`src/rtl/uart_pkg.sv`:
```
// ----------------------------------------------------------------------------
// uart_pkg
// Shared definitions for the UART transmit queue.
//   DEFAULT_TXQ_DEPTH_LOG2 : default log2 of the transmit FIFO depth (16 bytes)
//   tx_state_t             : launch sequencer states
//     S_IDLE   - waiting for a queued byte and an idle transmitter
//     S_LAUNCH - launch strobe is high for this one cycle
//     S_WAIT   - waiting for the UART to drop tx_free (it has accepted the byte)
// ----------------------------------------------------------------------------
package uart_pkg;

    localparam int DEFAULT_TXQ_DEPTH_LOG2 = 4;

    typedef enum logic [1:0] {
        S_IDLE   = 2'd0,
        S_LAUNCH = 2'd1,
        S_WAIT   = 2'd2
    } tx_state_t;

endpackage

```
`src/rtl/sync_fifo_ram.sv`:
```
// ----------------------------------------------------------------------------
// sync_fifo_ram
// Storage for the transmit FIFO: simple dual-port array with one synchronous
// write port and one registered read port.
//   clk, rst : clock, asynchronous active-high reset (read register only)
//   we       : write strobe, stores wdata at waddr
//   waddr    : write address
//   wdata    : write data
//   re       : read strobe, captures mem[raddr] into rdata
//   raddr    : read address
//   rdata    : registered read data, holds its value until the next read
// ----------------------------------------------------------------------------
module sync_fifo_ram
    import uart_pkg::*;
#(
    parameter int ADDR_W = DEFAULT_TXQ_DEPTH_LOG2,
    parameter int DATA_W = 8
) (
    input  logic              clk,
    input  logic              rst,
    input  logic              we,
    input  logic [ADDR_W-1:0] waddr,
    input  logic [DATA_W-1:0] wdata,
    input  logic              re,
    input  logic [ADDR_W-1:0] raddr,
    output logic [DATA_W-1:0] rdata
);

    logic [DATA_W-1:0] mem [2**ADDR_W];

    // NOTE: the storage array is deliberately not reset; occupancy is tracked
    // elsewhere, so stale contents are never observed and the array can map to RAM.
    always_ff @(posedge clk) begin
        if (we) begin
            mem[waddr] <= wdata;
        end
    end

    // The read register doubles as the byte presented to the UART, so it only
    // changes on a read and otherwise holds the last launched byte.
    always_ff @(posedge clk or posedge rst) begin
        if (rst) begin
            rdata <= '0;
        end else if (re) begin
            rdata <= mem[raddr];
        end
    end

endmodule

```
`src/rtl/uart_tx_fifo.sv`:
```
// ----------------------------------------------------------------------------
// uart_tx_fifo
// Byte queue and launch sequencer in front of the UART transmitter. A producer
// pushes bytes at up to one per clock; the sequencer hands them one at a time
// to the UART through the transmit / tx_byte / tx_free handshake.
//
// Optional feature macro: UART_TX_FIFO_OVF_EN
//   defined     - overflow is a sticky flag set by a write rejected while full,
//                 cleared by ovf_clr (a set on the same edge wins)
//   not defined - overflow is tied to 0 and ovf_clr is ignored
//
// Ports:
//   clk, rst  : master clock, asynchronous active-high reset
//   wr_en     : producer write strobe, accepted only when full=0
//   wr_data   : byte to enqueue
//   flush     : synchronous queue clear (also blocks a launch and a write)
//   full      : FIFO holds 2**DEPTH_LOG2 bytes (registered)
//   empty     : FIFO holds no bytes (registered)
//   level     : occupancy 0..2**DEPTH_LOG2 (registered)
//   overflow  : sticky rejected-write flag
//   ovf_clr   : clears overflow
//   tx_free   : UART transmitter idle
//   transmit  : one-cycle launch strobe to the UART
//   tx_byte   : byte being launched, stable until the next launch
// ----------------------------------------------------------------------------
module uart_tx_fifo
    import uart_pkg::*;
#(
    parameter int DEPTH_LOG2 = DEFAULT_TXQ_DEPTH_LOG2
) (
    input  logic                  clk,
    input  logic                  rst,
    input  logic                  wr_en,
    input  logic [7:0]            wr_data,
    input  logic                  flush,
    output logic                  full,
    output logic                  empty,
    output logic [DEPTH_LOG2:0]   level,
    output logic                  overflow,
    input  logic                  ovf_clr,
    input  logic                  tx_free,
    output logic                  transmit,
    output logic [7:0]            tx_byte
);

    localparam int                DEPTH      = 2**DEPTH_LOG2;
    localparam logic [DEPTH_LOG2:0] LEVEL_FULL = (DEPTH_LOG2+1)'(DEPTH);

    logic [DEPTH_LOG2-1:0] wr_ptr;
    logic [DEPTH_LOG2-1:0] rd_ptr;
    logic [DEPTH_LOG2:0]   level_next;
    logic                  push;
    logic                  launch;
    tx_state_t             state;
    tx_state_t             state_next;

    // Full is judged on the registered (pre-edge) level, so a pop on the same
    // edge never makes room for a write.
    assign push = wr_en && !full && !flush;

    // ------------------------------------------------------------------
    // Launch sequencer
    // ------------------------------------------------------------------
    // NOTE: clocked state uses non-blocking assignments so every register
    // samples pre-edge values regardless of process ordering.
    always_ff @(posedge clk or posedge rst) begin
        if (rst) begin
            state <= S_IDLE;
        end else begin
            state <= state_next;
        end
    end

    // NOTE: every combinational output gets a default first, so no path
    // through the case leaves it unassigned and no latch is inferred.
    always_comb begin
        state_next = state;
        case (state)
            S_IDLE: begin
                if (!empty && tx_free && !flush) begin
                    state_next = S_LAUNCH;
                end
            end
            S_LAUNCH: state_next = S_WAIT;
            // tx_free may lag the strobe by a cycle; only a low tx_free proves
            // the UART has taken the byte.
            S_WAIT: begin
                if (!tx_free) begin
                    state_next = S_IDLE;
                end
            end
            default: state_next = S_IDLE;
        endcase
    end

    always_comb begin
        launch   = (state == S_IDLE) && (state_next == S_LAUNCH);
        transmit = (state == S_LAUNCH);
    end

    // ------------------------------------------------------------------
    // Pointers, occupancy and flags
    // ------------------------------------------------------------------
    always_ff @(posedge clk or posedge rst) begin
        if (rst) begin
            wr_ptr <= '0;
            rd_ptr <= '0;
        end else if (flush) begin
            wr_ptr <= '0;
            rd_ptr <= '0;
        end else begin
            if (push) begin
                wr_ptr <= wr_ptr + 1'b1;
            end
            if (launch) begin
                rd_ptr <= rd_ptr + 1'b1;
            end
        end
    end

    always_comb begin
        level_next = level;
        if (flush) begin
            level_next = '0;
        end else begin
            case ({push, launch})
                2'b10:   level_next = level + 1'b1;
                2'b01:   level_next = level - 1'b1;
                default: level_next = level;
            endcase
        end
    end

    // Flags come from the occupancy count, never from pointer comparison.
    always_ff @(posedge clk or posedge rst) begin
        if (rst) begin
            level <= '0;
            full  <= 1'b0;
            empty <= 1'b1;
        end else begin
            level <= level_next;
            full  <= (level_next == LEVEL_FULL);
            empty <= (level_next == '0);
        end
    end

    // ------------------------------------------------------------------
    // Storage; the read register is tx_byte itself
    // ------------------------------------------------------------------
    sync_fifo_ram #(
        .ADDR_W (DEPTH_LOG2),
        .DATA_W (8)
    ) u_ram (
        .clk   (clk),
        .rst   (rst),
        .we    (push),
        .waddr (wr_ptr),
        .wdata (wr_data),
        .re    (launch),
        .raddr (rd_ptr),
        .rdata (tx_byte)
    );

    // ------------------------------------------------------------------
    // Overflow flag
    // ------------------------------------------------------------------
`ifdef UART_TX_FIFO_OVF_EN
    always_ff @(posedge clk or posedge rst) begin
        if (rst) begin
            overflow <= 1'b0;
        end else if (wr_en && full && !flush) begin
            overflow <= 1'b1;
        end else if (ovf_clr) begin
            overflow <= 1'b0;
        end
    end
`else
    logic unused_ovf_clr;
    assign unused_ovf_clr = ovf_clr;
    assign overflow       = 1'b0;
`endif

endmodule

```
`config.mk`:
```
export PLATFORM = sky130hd
export DESIGN_NAME = uart_tx_fifo
export DESIGN_NICKNAME = d
export VERILOG_FILES = /design/src/rtl/uart_pkg.sv /design/src/rtl/sync_fifo_ram.sv /design/src/rtl/uart_tx_fifo.sv
export SDC_FILE = /design/constraint.sdc
export NUM_CORES = 1
export LEC_CHECK = 0
export CAP_MARGIN = 10
export CORE_ASPECT_RATIO = 2
export CORE_UTILIZATION = 45
export DETAILED_ROUTE_END_ITERATION = 16
export GPL_TIMING_DRIVEN = 0
export PLACE_DENSITY = 0.61
export SYNTH_ARGS = -nofsm -noshare
export SYNTH_HDL_FRONTEND = slang
export SYNTH_SLANG_ARGS = --single-unit
```
`constraint.sdc`:
```
create_clock -name clk -period 3.6 [get_ports clk]
set_input_delay 0.72 -clock clk [delete_from_list [all_inputs] [get_ports clk]]
set_output_delay 0.72 -clock clk [all_outputs]
set_load 0.005 [all_outputs]
```
==> metrics.cfg, run 1 <==
[status]
status = completed

[synth]
synthCells = 343
synthesis.area_sq_um = 6306
synth_seq_cells = 153
synth_seq_area_share_pct = 70.89
synth.most_common_cell = edfxtp_1
yosysWarnings = 0
synthDistinctLibCells = 44
synth-adder-area-share_pct = 2.103
yosys.area_share.simple_pct = 6.091
synth-xor-area-share_pct = 0.8333
synth_fp_nets = 367
synth-edff-count = 128
ys_top_cells_by_area = edfxtp_1 61%, dfrtp_1 9.5%, mux4_2 7.1%, mux4_1 5.0%, ha_1 1.8%
synth_area_per_cell_sq_um = 18.38
async_reset_ff_share_pct = 16.34
synth_top_family_by_area = multiplexers
netlist.area_leader.share_pct = 60.95
muxShareOfSynthArea_pct = 14.38
synth_compound_area_share_pct = 2.718
synth-main-ff-cell = edfxtp_1
post-synth-top-area-cell = edfxtp_1
synth_common_cells = 128 x edfxtp_1, 28 x nor2_1, 24 x dfrtp_1

[detailed_routing]
finalWirelength_mm = 12.96
vias = 3141
wl_per_cell_um = 22.05
drt_pre_antenna_iters = 4
initialDrtViolationCount = 193
drc_errors = 0
vias_per_cell = 5.342
drt.antenna.violating_nets = 0

[critical_path]
cp_max_fo = 7
arrival_ns = 3.76
path_class = in -> reg
start_kind = input port
worstPathRequired_ns = 3.90
critical_path.endpoint_type = flip-flop
reg2reg_depth = 12

[power]
ir_drop_mv = 0.2907
power.density_nw_per_um2 = 548.5
p_leak_nw = 2.536

[placement]
hpwl_mm = 9.256
dpl_cell_area_sq_um = 6829
dp.cells = 556
post-place-ws_ns = -0.3865
routabilityCongestion = 0.7255
io_buffers = 27

[run]
drv_cap = 0

[layout]
multi_input_area_sq_um = 1687
seq_area_sq_um = 4471
final_core_util_pct = 54.32
instances_no_fill = 588
area_growth_pct = 17.04
postLayoutCellArea_sq_um = 7381
drive_above_1_share_pct = 22.14
diodes = 0
num-fill-cells = 1088
layout.nets = 413

[grt]
grt_pass1_wl_mm = 20.15
grt_pass1_vias = 3449
grt_use_total_pct = 19.83
grt_max_degree = 26
antenna_found_initial = 0
grt_overflow_total = 0

[sta]
hold_viol = 0
period_share_pct = 96.17
period_needed_ns = 3.462
slew_violations = 0
max_clock_freq_mhz = 288.8
finalSetupViolCount = 0
setup_tns_ns = 0
rsz0062_at_grt = no
finClkSkew_ns = 0.006328
tightest_slew_ns = 1.042
slew_headroom_pct = 30.28
setup_ws_ns = 0.1380

[floorplan]
row_count = 60
die_area_sq_um = 14520
die_h_um = 169.4
initial_utilization_pct = 46.41
coreArea_sq_um = 13590
boundaryPins = 31
die_x_um = 85.71

[clock_network]
clockRootBuffer = clkbuf_16
htree_levels = 4
clk_path_buf_depth = 2
clock-sinks = 153
clock_latency_ns = 0.42
clk_pin_slew_ns = 0.06
tritoncts = done
cts_buffers = 17

[worst_hold_path]
min_path_cells = 2
hold_path.class = reg -> reg

area by class of cell:
cell class | count | area share, %
Buffer | 18 | 1.949
Clock buffer | 18 | 5.950
Clock inverter | 14 | 1.322
Inverter | 10 | 0.5425
Multi-Input combinational cell | 162 | 22.85
Sequential cell | 153 | 60.57
Tap cell | 186 | 3.153
Timing Repair Buffer | 27 | 3.662
power breakdown:
part / leakage (nW) / switching, mW / internal (mW)
clock network: 0.271 / 0.714 / 0.900
registers: 1.48 / 0.0411 / 1.99
logic: 0.782 / 0.182 / 0.220
total: 2.54 / 0.937 / 3.11
stage by stage:
stage	hold slack [ns]	power (mW)
floorplan	0.5059	2.272
global placement	0.5077	2.464
detailed placement	0.5100	2.476
CTS	0.5249	4.088
global route	0.5575	4.190
finish	0.5201	4.048
layout by cell type (no fill, tap or decap), drive strengths merged, types with 3 or more instances in the layout:
| cell type | Yosys | final |
|---|---|---|
| a21oi | 3 | 3 |
| a22oi | 14 | 14 |
| buf | 15 | 15 |
| clkbuf | 3 | 21 |
| clkdlybuf4s50 | 0 | 27 |
| clkinv | 0 | 9 |
| dfrtp | 24 | 24 |
| edfxtp | 128 | 128 |
| ha | 9 | 9 |
| inv | 10 | 14 |
| mux2 | 9 | 9 |
| mux2i | 4 | 4 |
| mux4 | 32 | 32 |
| nand2 | 16 | 16 |
| nand2b | 4 | 4 |
| nor2 | 29 | 29 |
| nor2b | 9 | 9 |
| nor3 | 6 | 6 |
| o21ai | 4 | 4 |
| xor2 | 4 | 4 |
registers in the layout (all words and copies together), names as in the netlist:
name,count
u_ram.mem,128
u_ram.rdata,8
level,5
rd_ptr,4
wr_ptr,4
state,2
empty,1
full,1
worst max-delay path, stage by stage:
cell,delay (ns)
clkdlybuf4s50_1,0.46
nand2b_1,0.08
or4_4,0.42
buf_6,0.16
inv_4,0.09
ha_2,0.23
inv_1,0.08
fa_1,0.42
nor2b_2,0.16
o22ai_1,0.11
mux2i_1,0.29
mux2_2,0.40
nor2b_1,0.13
worst paths after layout:
check | endpoint | from | slack (ns)
max in group asynchronous | u_ram.rdata[3] | rst | 2.19
hold / removal | u_ram.rdata[6] | u_ram.rdata[6] | 0.52
setup / recovery | full | tx_free | 0.14
min in group asynchronous | u_ram.rdata[2] | rst | 0.81
hold reg to reg | u_ram.rdata[6] | u_ram.rdata[6] | 0.52
setup reg to reg | full | state[0] | 0.45
cell families (layout without fill, tap and decap cells):
| family | after synthesis | in the layout |
|---|---|---|
| compound gates | 25 | 25 |
| xor+xnor | 6 | 6 |
| fa+ha+maj | 10 | 10 |
| buf+inv | 28 | 87 |
| flops | 153 | 153 |
| mux | 45 | 45 |
| other cells | 1 | 1 |
| simple gates | 75 | 75 |
routing by layer:
layer	vias to the layer above	share of wire [%]	global-route usage (%)
met5	-	0	0
met4	0	1.9	7.319
met3	15	2.6	4.426
met2	68	61	39.13
met1	1629	35	19.46
li1	1429	-	-
what timing repair did:
item                                    4_1_cts  5_1_grt
hold endpoints to repair                      0        0
gates resized for setup                       0        4
buffers inserted                              0        0
endpoints found under the setup margin        0        2
hold buffers                                  0        0
(Power assumes the default switching activity.)
==> inputs of run 2 (changes only) <==
RECOVER_POWER = 50   (was default)
SKIP_CTS_REPAIR_TIMING = 1   (was default)
==> run 2 against run 1 <==
Design area about the same. Count of clock-buffer cells in the layout unchanged. Sequential share of layout area about the same. Via count about the same. First-iteration DRC count increased by 0.52%. Critical endpoint unchanged. Largest cell class unchanged. Highest routed layer unchanged.
==> metrics.cfg, run 2 (synthesized netlist as in run 1, its figures left out) <==
[sta]
slew_violations = 0
tightest_slew_ns = 1.046
setup_tns_ns = 0
finClkSkew_ns = 0.006352
period_share_pct = 96.30
setup_ws_ns = 0.1333
period_needed_ns = 3.467
hold_viol = 0
rsz0062_at_grt = no
finalSetupViolCount = 0
slew_headroom_pct = 30.00
max_clock_freq_mhz = 288.5

[power]
swShare_pct = 23.15
power_mw = 4.044
power_frac_seq_pct = 50.2
ir_drop_mv = 0.2898
p_int_mw = 3.108
power.density_nw_per_um2 = 548.2
comb_power_share_pct = 9.9
netSwitchingPower_uw = 936.1
p_leak_nw = 2.535
pwr-share-clk_pct = 39.9

[layout]
drive_above_1_share_pct = 21.89
largest_register = u_ram.mem
layout_common_cells = 128 x edfxtp_1, 28 x nor2_1, 24 x dfrtp_1, 20 x mux4_2
num-fill-cells = 1089
area_growth_pct = 16.98
diodes = 0
reg_top3 = u_ram.mem: 128 flops, u_ram.rdata: 8 flops, level: 5 flops
final_common_cell = edfxtp_1
instances_no_fill = 588
final_core_util_pct = 54.29
layout.nets = 413
largest_reg_flops = 128

[placement]
dp.cells = 556
io_buffers = 27
post-place-ws_ns = -0.3865
routabilityCongestion = 0.7255
hpwl_mm = 9.256

[clock_network]
clockRootBuffer = clkbuf_16
htree_levels = 4
cts_buffers = 17
clock_latency_ns = 0.42
tritoncts = done
clock-sinks = 153
clk_path_buf_depth = 2
clk_pin_slew_ns = 0.06

[floorplan]
row_count = 60
coreArea_sq_um = 13590
die_area_sq_um = 14520
die_h_um = 169.4
initial_utilization_pct = 46.41
die_x_um = 85.71
boundaryPins = 31

[status]
status = completed

[critical_path]
critical_path.endpoint_type = flip-flop
reg2reg_depth = 12
cp_max_fo = 7
rrSetupSlack_ns = 0.45
start_kind = input port
path_class = in -> reg
arrival_ns = 3.77
worstPathRequired_ns = 3.90

[detailed_routing]
vias_per_cell = 5.338
drt_pre_antenna_iters = 4
vias = 3139
drt.antenna.violating_nets = 0
initialDrtViolationCount = 194
finalWirelength_mm = 12.94
drc_errors = 0
wl_per_cell_um = 22.01

[grt]
grt_use_total_pct = 19.83
antenna_found_initial = 0
grt_max_degree = 26
grt_pass1_wl_mm = 20.15
grt_pass1_vias = 3449
grt_overflow_total = 0

[worst_hold_path]
hold_path.class = reg -> reg
min_path_cells = 2

[run]
drv_cap = 0

[run 2: cell types whose count changed in the layout (fill, tap and decap cells not counted)]
cell             before  now
buf_4                 5    4
o21ai_1               4    3
dlygate4sd3_1         0   10
clkdlybuf4s50_1      27   17
o21ai_0               0    1
clkbuf_1              3    4
[run 2: path summary, 6_finish.rpt]
| kind | endpoint | from |
|---|---|---|
| worst max-delay path | full | tx_free |
| worst min-delay path | u_ram.rdata[6] | u_ram.rdata[6] |
| worst max register to register | full | state[0] |
| worst min register to register | u_ram.rdata[6] | u_ram.rdata[6] |
| max in group asynchronous | u_ram.rdata[3] | rst |
| min in group asynchronous | u_ram.rdata[2] | rst |
[run 2: per-stage QoR]
step	instance area (sq um)	hold WS [ns]
floorplan	6306	0.5059
global placement	6809	0.5077
detailed placement	6829	0.5100
CTS	7366	0.5249
global route	7377	0.5575
finish	7377	0.5195
[run 2: power groups by stage]
stage / clock network, mW / logic (mW) / registers (mW)
floorplan: 0 / 0.208 / 2.06
global placement: 0 / 0.397 / 2.07
detailed placement: 0 / 0.407 / 2.07
CTS: 1.64 / 0.410 / 2.03
global route: 1.70 / 0.443 / 2.04
finish: 1.61 / 0.400 / 2.03
[run 2: routing by layer]
| metal | vias up | global-route usage (%) | routed length (um) |
|---|---|---|---|
| met2 | 68 | 39.13 | 7874 |
| met1 | 1627 | 19.46 | 4449 |
| met3 | 15 | 4.426 | 374 |
| li1 | 1429 | - | - |
| met5 | - | 0 | 0 |
| met4 | 0 | 7.319 | 244 |
[run 2: cell type report]
| class | count | area [sq um] | area share (%) |
|---|---|---|---|
| buffer | 18 | 140.1 | 1.900 |
| clock buffer | 18 | 439.2 | 5.953 |
| clock inverter | 14 | 97.59 | 1.323 |
| inverter | 10 | 40.04 | 0.5427 |
| multi-input combinational | 162 | 1687 | 22.86 |
| sequential | 153 | 4471 | 60.60 |
| tap | 186 | 232.7 | 3.155 |
| timing repair buffer | 27 | 270.3 | 3.663 |
[run 2: critical path: stages]
cell	delay, ns
clkdlybuf4s50_1	0.46
nand2b_1	0.08
or4_4	0.42
buf_6	0.16
inv_4	0.09
ha_2	0.23
inv_1	0.08
fa_1	0.42
nor2b_2	0.16
o22ai_1	0.11
mux2i_1	0.29
mux2_2	0.40
nor2b_1	0.13
